<file path="config.mk">
export PLATFORM = sky130hd
export DESIGN_NAME = ram_arbiter_flat
export DESIGN_NICKNAME = d
export VERILOG_FILES = /design/src/rtl/ram_arbiter_if.sv /design/src/rtl/ram_arbiter.sv /design/src/flat_wrapper.sv
export SDC_FILE = /design/constraint.sdc
export NUM_CORES = 1
export LEC_CHECK = 0
export ABC_AREA = 1
export CAP_MARGIN = 20
export CORE_MARGIN = 4
export CORE_UTILIZATION = 45
export CTS_BUF_LIST = sky130_fd_sc_hd__clkbuf_16
export DETAILED_ROUTE_END_ITERATION = 8
export PLACE_DENSITY = 0.84
export SYNTH_ARGS = -nofsm -noshare
export SYNTH_HDL_FRONTEND = slang
export SYNTH_SLANG_ARGS = --single-unit
</file>
<file path="constraint.sdc">
create_clock -name wire_clock_50Mhz -period 3.2 [get_ports wire_clock_50Mhz]
set_input_delay 0.96 -clock wire_clock_50Mhz [delete_from_list [all_inputs] [get_ports wire_clock_50Mhz]]
set_output_delay 0.96 -clock wire_clock_50Mhz [all_outputs]
set_load 0.01 [all_outputs]
</file>
<file path="src/rtl/ram_arbiter_if.sv">
// Requester and RAM-side signals of the two-port RAM arbiter.
// The arbiter takes the slave view; the requester/RAM environment takes the master view.
interface ram_arbiter_if #(
  parameter int ADDR_W = 16,
  parameter int DATA_W = 16
);
  logic              req0;
  logic              req1;
  logic              rw0;
  logic              rw1;
  logic [ADDR_W-1:0] addr0;
  logic [ADDR_W-1:0] addr1;
  logic [DATA_W-1:0] wdata0;
  logic [DATA_W-1:0] wdata1;
  logic              ack0;
  logic              ack1;
  logic [DATA_W-1:0] rdata0;
  logic [DATA_W-1:0] rdata1;
  logic [ADDR_W-1:0] bus_RAM_ADDRESS;
  logic [DATA_W-1:0] bus_RAM_DATA_IN;
  logic [DATA_W-1:0] bus_RAM_DATA_OUT;
  logic              wire_RW;
  logic              busy;
  logic              grant_id;

  modport slave (
    input  req0, req1, rw0, rw1, addr0, addr1, wdata0, wdata1, bus_RAM_DATA_OUT,
    output ack0, ack1, rdata0, rdata1, bus_RAM_ADDRESS, bus_RAM_DATA_IN,
           wire_RW, busy, grant_id
  );

  modport master (
    output req0, req1, rw0, rw1, addr0, addr1, wdata0, wdata1, bus_RAM_DATA_OUT,
    input  ack0, ack1, rdata0, rdata1, bus_RAM_ADDRESS, bus_RAM_DATA_IN,
           wire_RW, busy, grant_id
  );
endinterface

</file>
<file path="src/rtl/ram_arbiter.sv">
// Two-port arbiter in front of a single-port RAM: one transaction at a time,
// round-robin or fixed-priority grant, all outputs registered.
module ram_arbiter #(
  parameter int ADDR_W      = 16,
  parameter int DATA_W      = 16,
  parameter int RAM_LATENCY = 1,
  parameter int FIXED_PRIO  = 0
) (
  input  logic          wire_clock_50Mhz,
  input  logic          wire_reset,
  ram_arbiter_if.slave  bus
);

  localparam logic [1:0] S_IDLE   = 2'd0;
  localparam logic [1:0] S_ACCESS = 2'd1;
  localparam logic [1:0] S_RESP   = 2'd2;
  localparam int         LAT_W    = 2;

  logic [1:0]        r_state;
  logic              r_last_grant;
  logic              r_grant_id;
  logic              r_rw;
  logic [LAT_W-1:0]  r_lat_cnt;
  logic [ADDR_W-1:0] r_addr;
  logic [DATA_W-1:0] r_wdata;
  logic              r_ram_we;
  logic              r_busy;
  logic              r_ack0;
  logic              r_ack1;
  logic [DATA_W-1:0] r_rdata0;
  logic [DATA_W-1:0] r_rdata1;

  logic              w_any_req;
  logic              w_winner;
  logic              w_sel_rw;
  logic [ADDR_W-1:0] w_sel_addr;
  logic [DATA_W-1:0] w_sel_wdata;

  assign w_any_req = bus.req0 | bus.req1;

  // NOTE: every combinational output gets a default first, so no path leaves it unassigned (no latch).
  always_comb begin
    w_winner = 1'b0;
    if (bus.req0 && bus.req1) begin
      w_winner = (FIXED_PRIO != 0) ? 1'b0 : ~r_last_grant;
    end else if (bus.req1) begin
      w_winner = 1'b1;
    end
  end

  assign w_sel_rw    = w_winner ? bus.rw1    : bus.rw0;
  assign w_sel_addr  = w_winner ? bus.addr1  : bus.addr0;
  assign w_sel_wdata = w_winner ? bus.wdata1 : bus.wdata0;

  // NOTE: state registers use non-blocking assignments so every flop samples pre-edge values.
  always_ff @(posedge wire_clock_50Mhz) begin
    if (wire_reset) begin
      r_state      <= S_IDLE;
      r_last_grant <= 1'b1;
      r_grant_id   <= 1'b0;
      r_rw         <= 1'b0;
      r_lat_cnt    <= '0;
      r_addr       <= '0;
      r_wdata      <= '0;
      r_ram_we     <= 1'b0;
      r_busy       <= 1'b0;
      r_ack0       <= 1'b0;
      r_ack1       <= 1'b0;
      r_rdata0     <= '0;
      r_rdata1     <= '0;
    end else begin
      r_ack0   <= 1'b0;
      r_ack1   <= 1'b0;
      r_ram_we <= 1'b0;
      case (r_state)
        S_IDLE: begin
          if (w_any_req) begin
            r_grant_id <= w_winner;
            r_rw       <= w_sel_rw;
            r_addr     <= w_sel_addr;
            r_wdata    <= w_sel_wdata;
            r_ram_we   <= w_sel_rw;
            r_lat_cnt  <= LAT_W'(RAM_LATENCY - 1);
            r_busy     <= 1'b1;
            r_state    <= S_ACCESS;
          end
        end
        S_ACCESS: begin
          if (r_rw) begin
            r_state <= S_RESP;
          end else if (r_lat_cnt == '0) begin
            if (r_grant_id) r_rdata1 <= bus.bus_RAM_DATA_OUT;
            else            r_rdata0 <= bus.bus_RAM_DATA_OUT;
            r_state <= S_RESP;
          end else begin
            r_lat_cnt <= r_lat_cnt - 1'b1;
          end
        end
        S_RESP: begin
          if (r_grant_id) r_ack1 <= 1'b1;
          else            r_ack0 <= 1'b1;
          r_last_grant <= r_grant_id;
          r_busy       <= 1'b0;
          r_state      <= S_IDLE;
        end
        default: begin
          r_busy  <= 1'b0;
          r_state <= S_IDLE;
        end
      endcase
    end
  end

  assign bus.ack0            = r_ack0;
  assign bus.ack1            = r_ack1;
  assign bus.rdata0          = r_rdata0;
  assign bus.rdata1          = r_rdata1;
  assign bus.bus_RAM_ADDRESS = r_addr;
  assign bus.bus_RAM_DATA_IN = r_wdata;
  assign bus.wire_RW         = r_ram_we;
  assign bus.busy            = r_busy;
  assign bus.grant_id        = r_grant_id;

endmodule

</file>
<file path="src/flat_wrapper.sv">
// flat-port wrapper written by rule: the top's interface ports become plain ports
module ram_arbiter_flat 
#(
  parameter int ADDR_W      = 16,
  parameter int DATA_W      = 16,
  parameter int RAM_LATENCY = 1,
  parameter int FIXED_PRIO  = 0
)
  (wire_clock_50Mhz, wire_reset, bus_req0, bus_req1, bus_rw0, bus_rw1, bus_addr0, bus_addr1, bus_wdata0, bus_wdata1, bus_bus_RAM_DATA_OUT, bus_ack0, bus_ack1, bus_rdata0, bus_rdata1, bus_bus_RAM_ADDRESS, bus_bus_RAM_DATA_IN, bus_wire_RW, bus_busy, bus_grant_id);
  ram_arbiter_if #(.ADDR_W(ADDR_W), .DATA_W(DATA_W)) bus_i ();
  input  logic wire_clock_50Mhz;
  input  logic wire_reset;
  input wire logic [$bits(bus_i.req0)-1:0] bus_req0;
  input wire logic [$bits(bus_i.req1)-1:0] bus_req1;
  input wire logic [$bits(bus_i.rw0)-1:0] bus_rw0;
  input wire logic [$bits(bus_i.rw1)-1:0] bus_rw1;
  input wire logic [$bits(bus_i.addr0)-1:0] bus_addr0;
  input wire logic [$bits(bus_i.addr1)-1:0] bus_addr1;
  input wire logic [$bits(bus_i.wdata0)-1:0] bus_wdata0;
  input wire logic [$bits(bus_i.wdata1)-1:0] bus_wdata1;
  input wire logic [$bits(bus_i.bus_RAM_DATA_OUT)-1:0] bus_bus_RAM_DATA_OUT;
  output wire logic [$bits(bus_i.ack0)-1:0] bus_ack0;
  output wire logic [$bits(bus_i.ack1)-1:0] bus_ack1;
  output wire logic [$bits(bus_i.rdata0)-1:0] bus_rdata0;
  output wire logic [$bits(bus_i.rdata1)-1:0] bus_rdata1;
  output wire logic [$bits(bus_i.bus_RAM_ADDRESS)-1:0] bus_bus_RAM_ADDRESS;
  output wire logic [$bits(bus_i.bus_RAM_DATA_IN)-1:0] bus_bus_RAM_DATA_IN;
  output wire logic [$bits(bus_i.wire_RW)-1:0] bus_wire_RW;
  output wire logic [$bits(bus_i.busy)-1:0] bus_busy;
  output wire logic [$bits(bus_i.grant_id)-1:0] bus_grant_id;
  assign bus_i.req0 = bus_req0;
  assign bus_i.req1 = bus_req1;
  assign bus_i.rw0 = bus_rw0;
  assign bus_i.rw1 = bus_rw1;
  assign bus_i.addr0 = bus_addr0;
  assign bus_i.addr1 = bus_addr1;
  assign bus_i.wdata0 = bus_wdata0;
  assign bus_i.wdata1 = bus_wdata1;
  assign bus_i.bus_RAM_DATA_OUT = bus_bus_RAM_DATA_OUT;
  assign bus_ack0 = bus_i.ack0;
  assign bus_ack1 = bus_i.ack1;
  assign bus_rdata0 = bus_i.rdata0;
  assign bus_rdata1 = bus_i.rdata1;
  assign bus_bus_RAM_ADDRESS = bus_i.bus_RAM_ADDRESS;
  assign bus_bus_RAM_DATA_IN = bus_i.bus_RAM_DATA_IN;
  assign bus_wire_RW = bus_i.wire_RW;
  assign bus_busy = bus_i.busy;
  assign bus_grant_id = bus_i.grant_id;
  ram_arbiter #(.ADDR_W(ADDR_W), .DATA_W(DATA_W), .RAM_LATENCY(RAM_LATENCY), .FIXED_PRIO(FIXED_PRIO)) u_core (.wire_clock_50Mhz(wire_clock_50Mhz), .wire_reset(wire_reset), .bus(bus_i));
endmodule
</file>
==> impl_results.md, run 1 <==
- Status: completed
- Kind of critical path: register to output pin
- Slowest library cell on the worst path: clkdlybuf4s50_1
- Crit path max fanout: 6
- Netlist cell types: 22
- Slew @ Worst Pin: 552.7 ps
- Seq/Total Area, Yosys: 0.4060
- Pre-antenna DRT Iters: 4
- Worst skew pair latency: 320 ps
- Mapped Cells: 575
- DRT iter0 DRCs: 93
- TNS Setup: 0 ps
- Placed insts: 810
- Total GRT Usage: 0.2163
- Post-Route WL: 10,310 um
- GRT met3 Usage: 0.07714
- Fill count: 656
- Startpoint types: register
- Post-CTS resize count: 0
- Worst Setup End Kind: output pin
- Critical Path AT: 1410 ps
- Area grow syn2layout: 50.85%
- Crit path max-delay family: buffers and inverters
- RSZ-0062 raised after global routing: no
- Pwr dens: 598.7 nW/um^2
- DRC: 0
- Largest net degree at the start of global routing: between 40 and 50
- Final HPWL DP: 7727 um
- Post-CTS Setup Inserts: 0
- DR vias/cell: 4.610
- Grt ovf: 0
- Routed len/inst: approximately 12 um
- Final setup fails: 0
- Initial Util: 0.4713
- Crit path from: u_core.bus.grant_id
- Width of the die: 98.66 um
- Port Buffers: between 150 and 200
- Required time of the critical path: 2240 ps
- Synth Register Bits: 75
- Synth area leaders: dfxtp_1 41%, nand2_1 18%, nor2_1 12%
- Syn Nets: 662
- Share of cells above drive strength 1: 0.08564
- Die outline height: 98.66 um
- CTS Root Cell: clkbuf_16
- Core area: 7848 sq um
- Worst reg2reg path depth: 9
- Maxcap violations: 0
- Fin crit share: 0.7417
- Max Fclk: 0.4213 GHz
- Clock-pin slew on the worst setup and hold paths: roughly 60 ps
- Synth Flop Type: dfxtp_1
- Worst Path Buf+Inv: 1
- Via count: 3,808
- Async set-reset flop share out of synthesis: 0
- Fin area: 5579 sq um
- Global-route wire length before repair: 17,350 um
- M1 GR Usage: 0.2490
- Area after DPL: 5239 sq um
- Top post-synthesis cells by count: 182 x nand2_1, 121 x nor2_1, 86 x inv_1, 75 x dfxtp_1, 20 x a21oi_1
- Yosys top cell area share: 0.4060
- I/O pin count: about 160
- Relative slew slack: 0.6301
- TritonCTS Buffers: 9
- CTS tree: built
- Hold Fails Final Rpt: 0
- Pwr Total: around 0.0033 W
- Crit path cell chain: clkdlybuf4s50_1
- Register area: 1501 sq um
- Footprint of the multi-input gates: 1644 sq um
- Leakage: 2.554 nW
- CTS Sinks: 75
- Layer with the highest usage after global routing: met2
- Worst hold path class: register to register
- Post-synthesis instance area: 3699 sq um
- Antenna violations before repair: 0
- Setup crit end: bus_grant_id
- Hold-fix buffers, CTS: 0
- R2R Path Start: u_core.r_lat_cnt[0]
- Worst Skew: just over 6 ps
- Number of core rows: 32
- Average size of a mapped cell: 6.432 sq um
- Ys Warns: 0
- Worst r2r dst: u_core.bus.rdata1[3]
- Levels on crit path: 1
- Number of flops mapped to enable cells by yosys: 0
- Synth area leader: dfxtp_1
- R2R Setup Slk: approximately 1500 ps
- Peak VDD IR: 0.3151 mV
- Layout net count: 806
- Min Tclk post-route: about 2400 ps
- Number of global-route vias before repair: around 3,800
- CP peak stage delay: 620 ps
- Clock buffer depth: 2
- Fin cells: 826
- Fin. max-slew vios: 0
- Grt met2 use: 0.3677
- Total die area: 9734 sq um
- Final GP Congestion: 0.7965
- Most frequent cell after synthesis: nand2_1
- H-tree depth: 3
- # diodes: 0
- Post-route ant nets: 0
cell type report:
cell class | instances | area share
clock buffer | 9 | 0.04037
clock inverter | 7 | 0.02063
inverter | 91 | 0.06212
multi-input combinational | 381 | 0.2947
sequential | 75 | 0.2691
tap | 102 | 0.02288
timing repair buffer | 161 | 0.2902
where the power goes:
group / internal (W) / leakage (nW) / switching (W)
clock: 0.000760 / 0.163 / 0.000378
sequential: 0.00107 / 0.616 / 0.0000841
combinational: 0.000493 / 1.78 / 0.000556
total: 0.00232 / 2.55 / 0.00102
cell families (layout without fill, tap and decap cells):
| kind of cell | Yosys count | after routing | share of synthesized area |
|---|---|---|---|
| AND/OR/NAND/NOR | 359 | 359 | 0.4097 |
| buffers and inverters | 119 | 268 | 0.1495 |
| flip-flops | 75 | 75 | 0.4060 |
| AO/OA/AOI/OAI | 21 | 21 | 0.03146 |
| adder cells (fa/ha/maj) | 1 | 1 | 0.003382 |
metrics by stage:
step	utilization	hold WS, ps	setup slack, ps
2_1_floorplan	-	484.0	1472
3_3_place_gp	0.6676	450.7	693.7
3_5_place_dp	0.6676	455.1	649.8
4_1_cts	0.7109	464.2	818.6
5_1_grt	0.7109	488.8	774.6
6_report	0.7109	463.6	826.7
layer usage:
layer / share of wire / wire [um]
met5: 0 / 0
met2: 0.47 / 4855
met3: 0.11 / 1129
met4: 0.021 / 221
met1: 0.40 / 4104
worst reg2reg max path, stage by stage, from the launching register on:
cell and delay, ps:
dfxtp_1 300, inv_1 90, ha_1 150, buf_4 250
nand2_2 100, nor3_4 160, buf_4 320, nand2_1 100
nand2_1 80, nor2_1 50
layout by cell type (no fill, tap or decap), drive strengths merged:
master and n:
nand2 192, clkdlybuf4s50 154, nor2 142, inv 92, dfxtp 75, a21oi 20
nand4 16, clkbuf 9, nand3 8, buf 7, bufinv 3, clkinv 2
o21ai 1, nor3 1, ha 1, clkinvlp 1
worst min path at each step:
stage,from,end,slack [ps],cells past startpoint
finish,u_core.bus.rdata0[4],u_core.bus.rdata0[4],460,2
global placement,u_core.bus.rdata0[1],u_core.bus.rdata0[1],450,2
CTS,u_core.bus.rdata0[2],u_core.bus.rdata0[2],460,2
global route,u_core.bus.rdata0[10],u_core.bus.rdata0[10],490,2
detailed placement,u_core.bus.rdata0[2],u_core.bus.rdata0[2],460,2
floorplan,u_core.bus.rdata0[10],u_core.bus.rdata0[10],480,2
registers in the layout (all words and copies together), names as in the netlist, 2 cells and up:
register	flops
u_core.bus.bus_RAM_ADDRESS	16
u_core.bus.bus_RAM_DATA_IN	16
u_core.bus.rdata0	16
u_core.bus.rdata1	16
u_core.r_lat_cnt	2
u_core.r_state	2
Power figures use the tool's default switching activity.
==> run 2, diff against run 1 <==
- CORE_UTILIZATION: 45 -> 43
- PLACE_DENSITY: 0.84 -> 0.81
- clock period: 3.2 -> 2.4 ns (I/O delays scaled with it)
==> run 2 against run 1 <==
Net effect: combinational power rose by 33%; setup slack got worse by 570 ps; critical endpoint unchanged; first-iteration DRC count rose by 27%; clock power rose by 6%; largest power group unchanged; global-route usage fell by 2.0 points; hold slack got worse by 3.1 ps; sequential share of layout area rose by 0.26 points; largest cell class unchanged; count of clock-buffer cells in the layout did not move; final cell count rose by 0.48%; via count fell by 0.45%.
==> impl_results.md, run 2 (synthesis results as in run 1) <==
- Status: completed
- Critical Path AT: 1420 ps
- Crit path max fanout: 6
- Width of the die: 100.7 um
- RSZ-0062 raised after global routing: no
- Worst skew pair latency: 330 ps
- Area grow syn2layout: 49.39%
- Slew @ Worst Pin: 464.4 ps
- # diodes: 0
- Port Buffers: 154
- Pre-antenna DRT Iters: 4
- Initial Util: 0.4457
- DR vias/cell: roughly 4.6
- Via count: 3,791
- Required time of the critical path: 1680 ps
- DRT iter0 DRCs: between 100 and 150
- Pwr dens: around 750 nW/um^2
- CTS Sinks: between 70 and 80
- Largest net degree at the start of global routing: 43
- Worst Skew: 8.774 ps
- Startpoint types: register
- Die outline height: 100.7 um
- DRC: 0
- Fin. max-slew vios: 0
- Post-Route WL: roughly 10,000 um
- Clock-pin slew on the worst setup and hold paths: 60 ps
- Min Tclk post-route: 2144 ps
- Util after Layout: 0.6658
- Hold_ws: about 460 ps
- Crit path cell chain: clkdlybuf4s50_1
- TritonCTS Buffers: 9
- Maxcap violations: 0
- Worst Path Buf+Inv: 1
- Post-CTS Setup Inserts: 0
- Hold-fix buffers, CTS: 0
- Fill count: 717
- Hold Fails Final Rpt: 0
- CTS Root Cell: clkbuf_16
- Layout net count: 808
- Relative slew slack: 0.6896
- Worst Setup End Kind: output pin
- Grt ovf: 0
- Total die area: between 10,000 and 15,000 sq um
- Number of global-route vias before repair: around 3,500
- I/O pin count: 155
- Routed len/inst: 12.06 um
- Crit path max-delay family: buffers and inverters
- Clock buffer depth: 2
- Most common cell after layout, fill and taps aside: nand2_1
- Leakage: 2.528 nW
- CP peak stage delay: roughly 620 ps
- Post-CTS resize count: 0
- Slowest library cell on the worst path: clkdlybuf4s50_1
- Max Fclk: 0.4665 GHz
- Footprint of the multi-input gates: 1644 sq um
- H-tree depth: 3
- Fin crit share: 0.8932
- Global-route wire length before repair: 15,900 um
- Total GRT Usage: 0.1962
- Final GP Congestion: 0.8216
- Kind of critical path: register to output pin
- Final setup fails: 0
- Peak VDD IR: around 0.37 mV
- Worst hold path class: register to register
- Register area: 1501 sq um
- Share of cells above drive strength 1: 0.08828
- Post-route ant nets: 0
- Core area: just over 8000 sq um
- TNS Setup: 0 ps
- CTS tree: built
- Number of core rows: 33
- Antenna violations before repair: 0
- Most frequent cells in the layout: 182 x nand2_1, 154 x clkdlybuf4s50_1, 121 x nor2_1
- Final HPWL DP: 7505 um
==> run 2: metal layers <==
layer	GRT usage	routed length, um	vias to the layer above
li1	-	-	1979
met1	0.2338	4057	1658
met2	0.3225	4654	142
met3	0.07682	1135	12
met4	0.06528	161	0
met5	0	0	-
==> run 2: path summary, 6_finish.rpt <==
check,slack [ps],cells after the start,start,end
min,460,2,u_core.bus.rdata0[9],u_core.bus.rdata0[9]
max reg2reg,910,5,u_core.r_state[0],u_core.bus.rdata0[12]
max,260,1,u_core.bus.grant_id,bus_grant_id
min reg2reg,460,2,u_core.bus.rdata0[9],u_core.bus.rdata0[9]
==> run 2: through the flow <==
stage	cells	worst slack [ps]	total power, W	area (sq um)
CTS	830	247.5	0.004176	5525
global placement	815	288.7	0.002926	5258
detailed placement	815	252.4	0.002962	5258
floorplan	575	912.4	0.002392	3699
global route	830	203.2	0.004415	5525
finish	830	256.3	0.004139	5525
==> run 2: layout make-up <==
type | instances | area share
clock buffer | 9 | 0.04076
clock inverter | 6 | 0.007699
inverter | 91 | 0.06273
multi-input combinational | 381 | 0.2976
sequential | 75 | 0.2717
tap | 105 | 0.02378
timing repair buffer | 163 | 0.2957
==> run 2: report_power, final <==
part	internal, W	total (W)	leakage, nW	switching [W]
Combinational	0.000662	0.00140	1.79	0.000739
Sequential	0.00142	0.00153	0.616	0.000108
Clock	0.000694	0.00121	0.128	0.000512
Total	0.00278	0.00414	2.53	0.00136
==> run 3, diff against run 2 <==
- clock period: 2.4 -> 2.25 ns (I/O delays scaled with it)
==> run 3 against run 2 <==
Net effect: final area rose by 1.4%; final cell count rose by 0.36%; via count rose by 1.2%; global-route usage rose by 0.19 points; sequential power rose by 7%; critical endpoint unchanged; highest routed layer unchanged.
==> impl_results.md, run 3 (synthesis results as in run 1) <==
- Crit path cell chain: clkdlybuf4s50_1
- H-tree depth: 3
- Maxcap violations: 0
- Final HPWL DP: about 7500 um
- DRT iter0 DRCs: about 120
- Min Tclk post-route: 2112 ps
- Placed insts: 817
- Grt ovf: 0
- Hold Fails Final Rpt: 0
- Pwr dens: 814.7 nW/um^2
- CTS Root Cell: clkbuf_16
- TNS Setup: 0 ps
- Worst r2r dst: u_core.bus.bus_RAM_DATA_IN[6]
- Core area: 8299 sq um
- Worst hold path class: register to register
- Kind of critical path: register to output pin
- TritonCTS Buffers: 9
- Post-CTS Setup Inserts: 0
- Share of cells above drive strength 1: 0.09066
- Worst Path Buf+Inv: 1
- R2R Setup Slk: 780 ps
- Hold Crit Start: u_core.bus.rdata0[3]
- Hold Path Depth: 2
- Leakage: 2.566 nW
- Fin cells: between 800 and 900
- CP peak stage delay: 620 ps
- Status: completed
- Pre-antenna DRT Iters: 5
- RSZ-0062 raised after global routing: no
- Layout net count: 810
- Post-route ant nets: 0
- Peak VDD IR: about 0.48 mV
- Global-route wire length before repair: approximately 16,000 um
- Hold_ws: 462.7 ps
- Area grow syn2layout: 51.52%
- Slew @ Worst Pin: 469.4 ps
- Port Buffers: 154
- Via count: 3,836
- Worst Skew: just under 5 ps
- Max Fclk: between 0.4 and 0.5 GHz
- CTS Sinks: 75
- Post-CTS resize count: 0
- R2R Path Start: u_core.r_state[1]
- Final GP Congestion: 0.8496
- I/O pin count: 155
- Crit path max fanout: 6
- Hold endpoint: u_core.bus.rdata0[3]
- Number of core rows: 33
- Worst reg2reg path depth: 6
- Clock buffer depth: 2
- Crit path max-delay family: buffers and inverters
- Required time of the critical path: 1570 ps
- Critical Path AT: 1440 ps
- # diodes: 0
- Fin crit share: 0.9389
- Width of the die: between 100 and 150 um
- Worst Setup End Kind: output pin
- Clock-pin slew on the worst setup and hold paths: 60 ps
- Number of global-route vias before repair: about 3,600
- DR vias/cell: 4.605
- Final setup fails: 0
- Fin. max-slew vios: 0
- Initial Util: 0.4457
- CTS tree: built
- Slowest library cell on the worst path: clkdlybuf4s50_1
- Startpoint types: register
- Die outline height: roughly 100 um
- Routed len/inst: 11.93 um
- DRC: 0
- Worst skew pair latency: 330 ps
- Antenna violations before repair: 0
- Largest net degree at the start of global routing: 34
- Most common cell after layout, fill and taps aside: nand2_1
- Pwr Total: 0.004566 W
- Most frequent cells in the layout: 182 x nand2_1, 154 x clkdlybuf4s50_1, 121 x nor2_1
- Post-Route WL: 9939 um
- Total GRT Usage: 0.1981
- Total die area: ~10,000 sq um
- Relative slew slack: 0.6863
- Hold-fix buffers, CTS: 0
==> run 3: metrics by stage <==
stage	worst slack [ps]	utilization	instance area (sq um)
after global placement	210.2	0.6398	5310
after detailed placement	153.4	0.6398	5310
after floorplan	807.4	-	3699
after global routing	84.94	0.6753	5604
final	137.5	0.6753	5604
after CTS	143.8	0.6753	5604
==> run 3: per-layer routing <==
metal	up-vias	track usage	part of all wire
met4	0	0.06321	0.016
met5	-	0	0
li1	1979	-	-
met1	1680	0.2308	0.40
met2	163	0.3301	0.47
met3	14	0.08166	0.12
==> run 3: power by group <==
part / leakage, nW / internal, W / switching (W)
logic: 1.81 / 0.000732 / 0.000790
clock network: 0.143 / 0.000854 / 0.000556
registers: 0.616 / 0.00152 / 0.000114
total: 2.57 / 0.00311 / 0.00146
==> run 3: final cells by class <==
cell class,count,area (sq um)
clock buffer,9,225.2
clock inverter,7,68.82
fill,695,2695
inverter,91,346.6
multi-input combinational,381,1644
sequential,75,1501
tap,105,131.4
timing repair buffer,165,1687
==> run 3: worst max path at each step <==
stage / start / to / slack (ps) / cells after the start
floorplan: bus_req0 / u_core.bus.bus_RAM_ADDRESS[11] / 810 / 9
global placement: bus_req1 / u_core.bus.bus_RAM_ADDRESS[6] / 210 / 6
detailed placement: bus_req0 / u_core.bus.bus_RAM_ADDRESS[13] / 150 / 9
CTS: u_core.bus.grant_id / bus_grant_id / 140 / 1
global route: u_core.bus.grant_id / bus_grant_id / 80 / 1
finish: u_core.bus.grant_id / bus_grant_id / 140 / 1
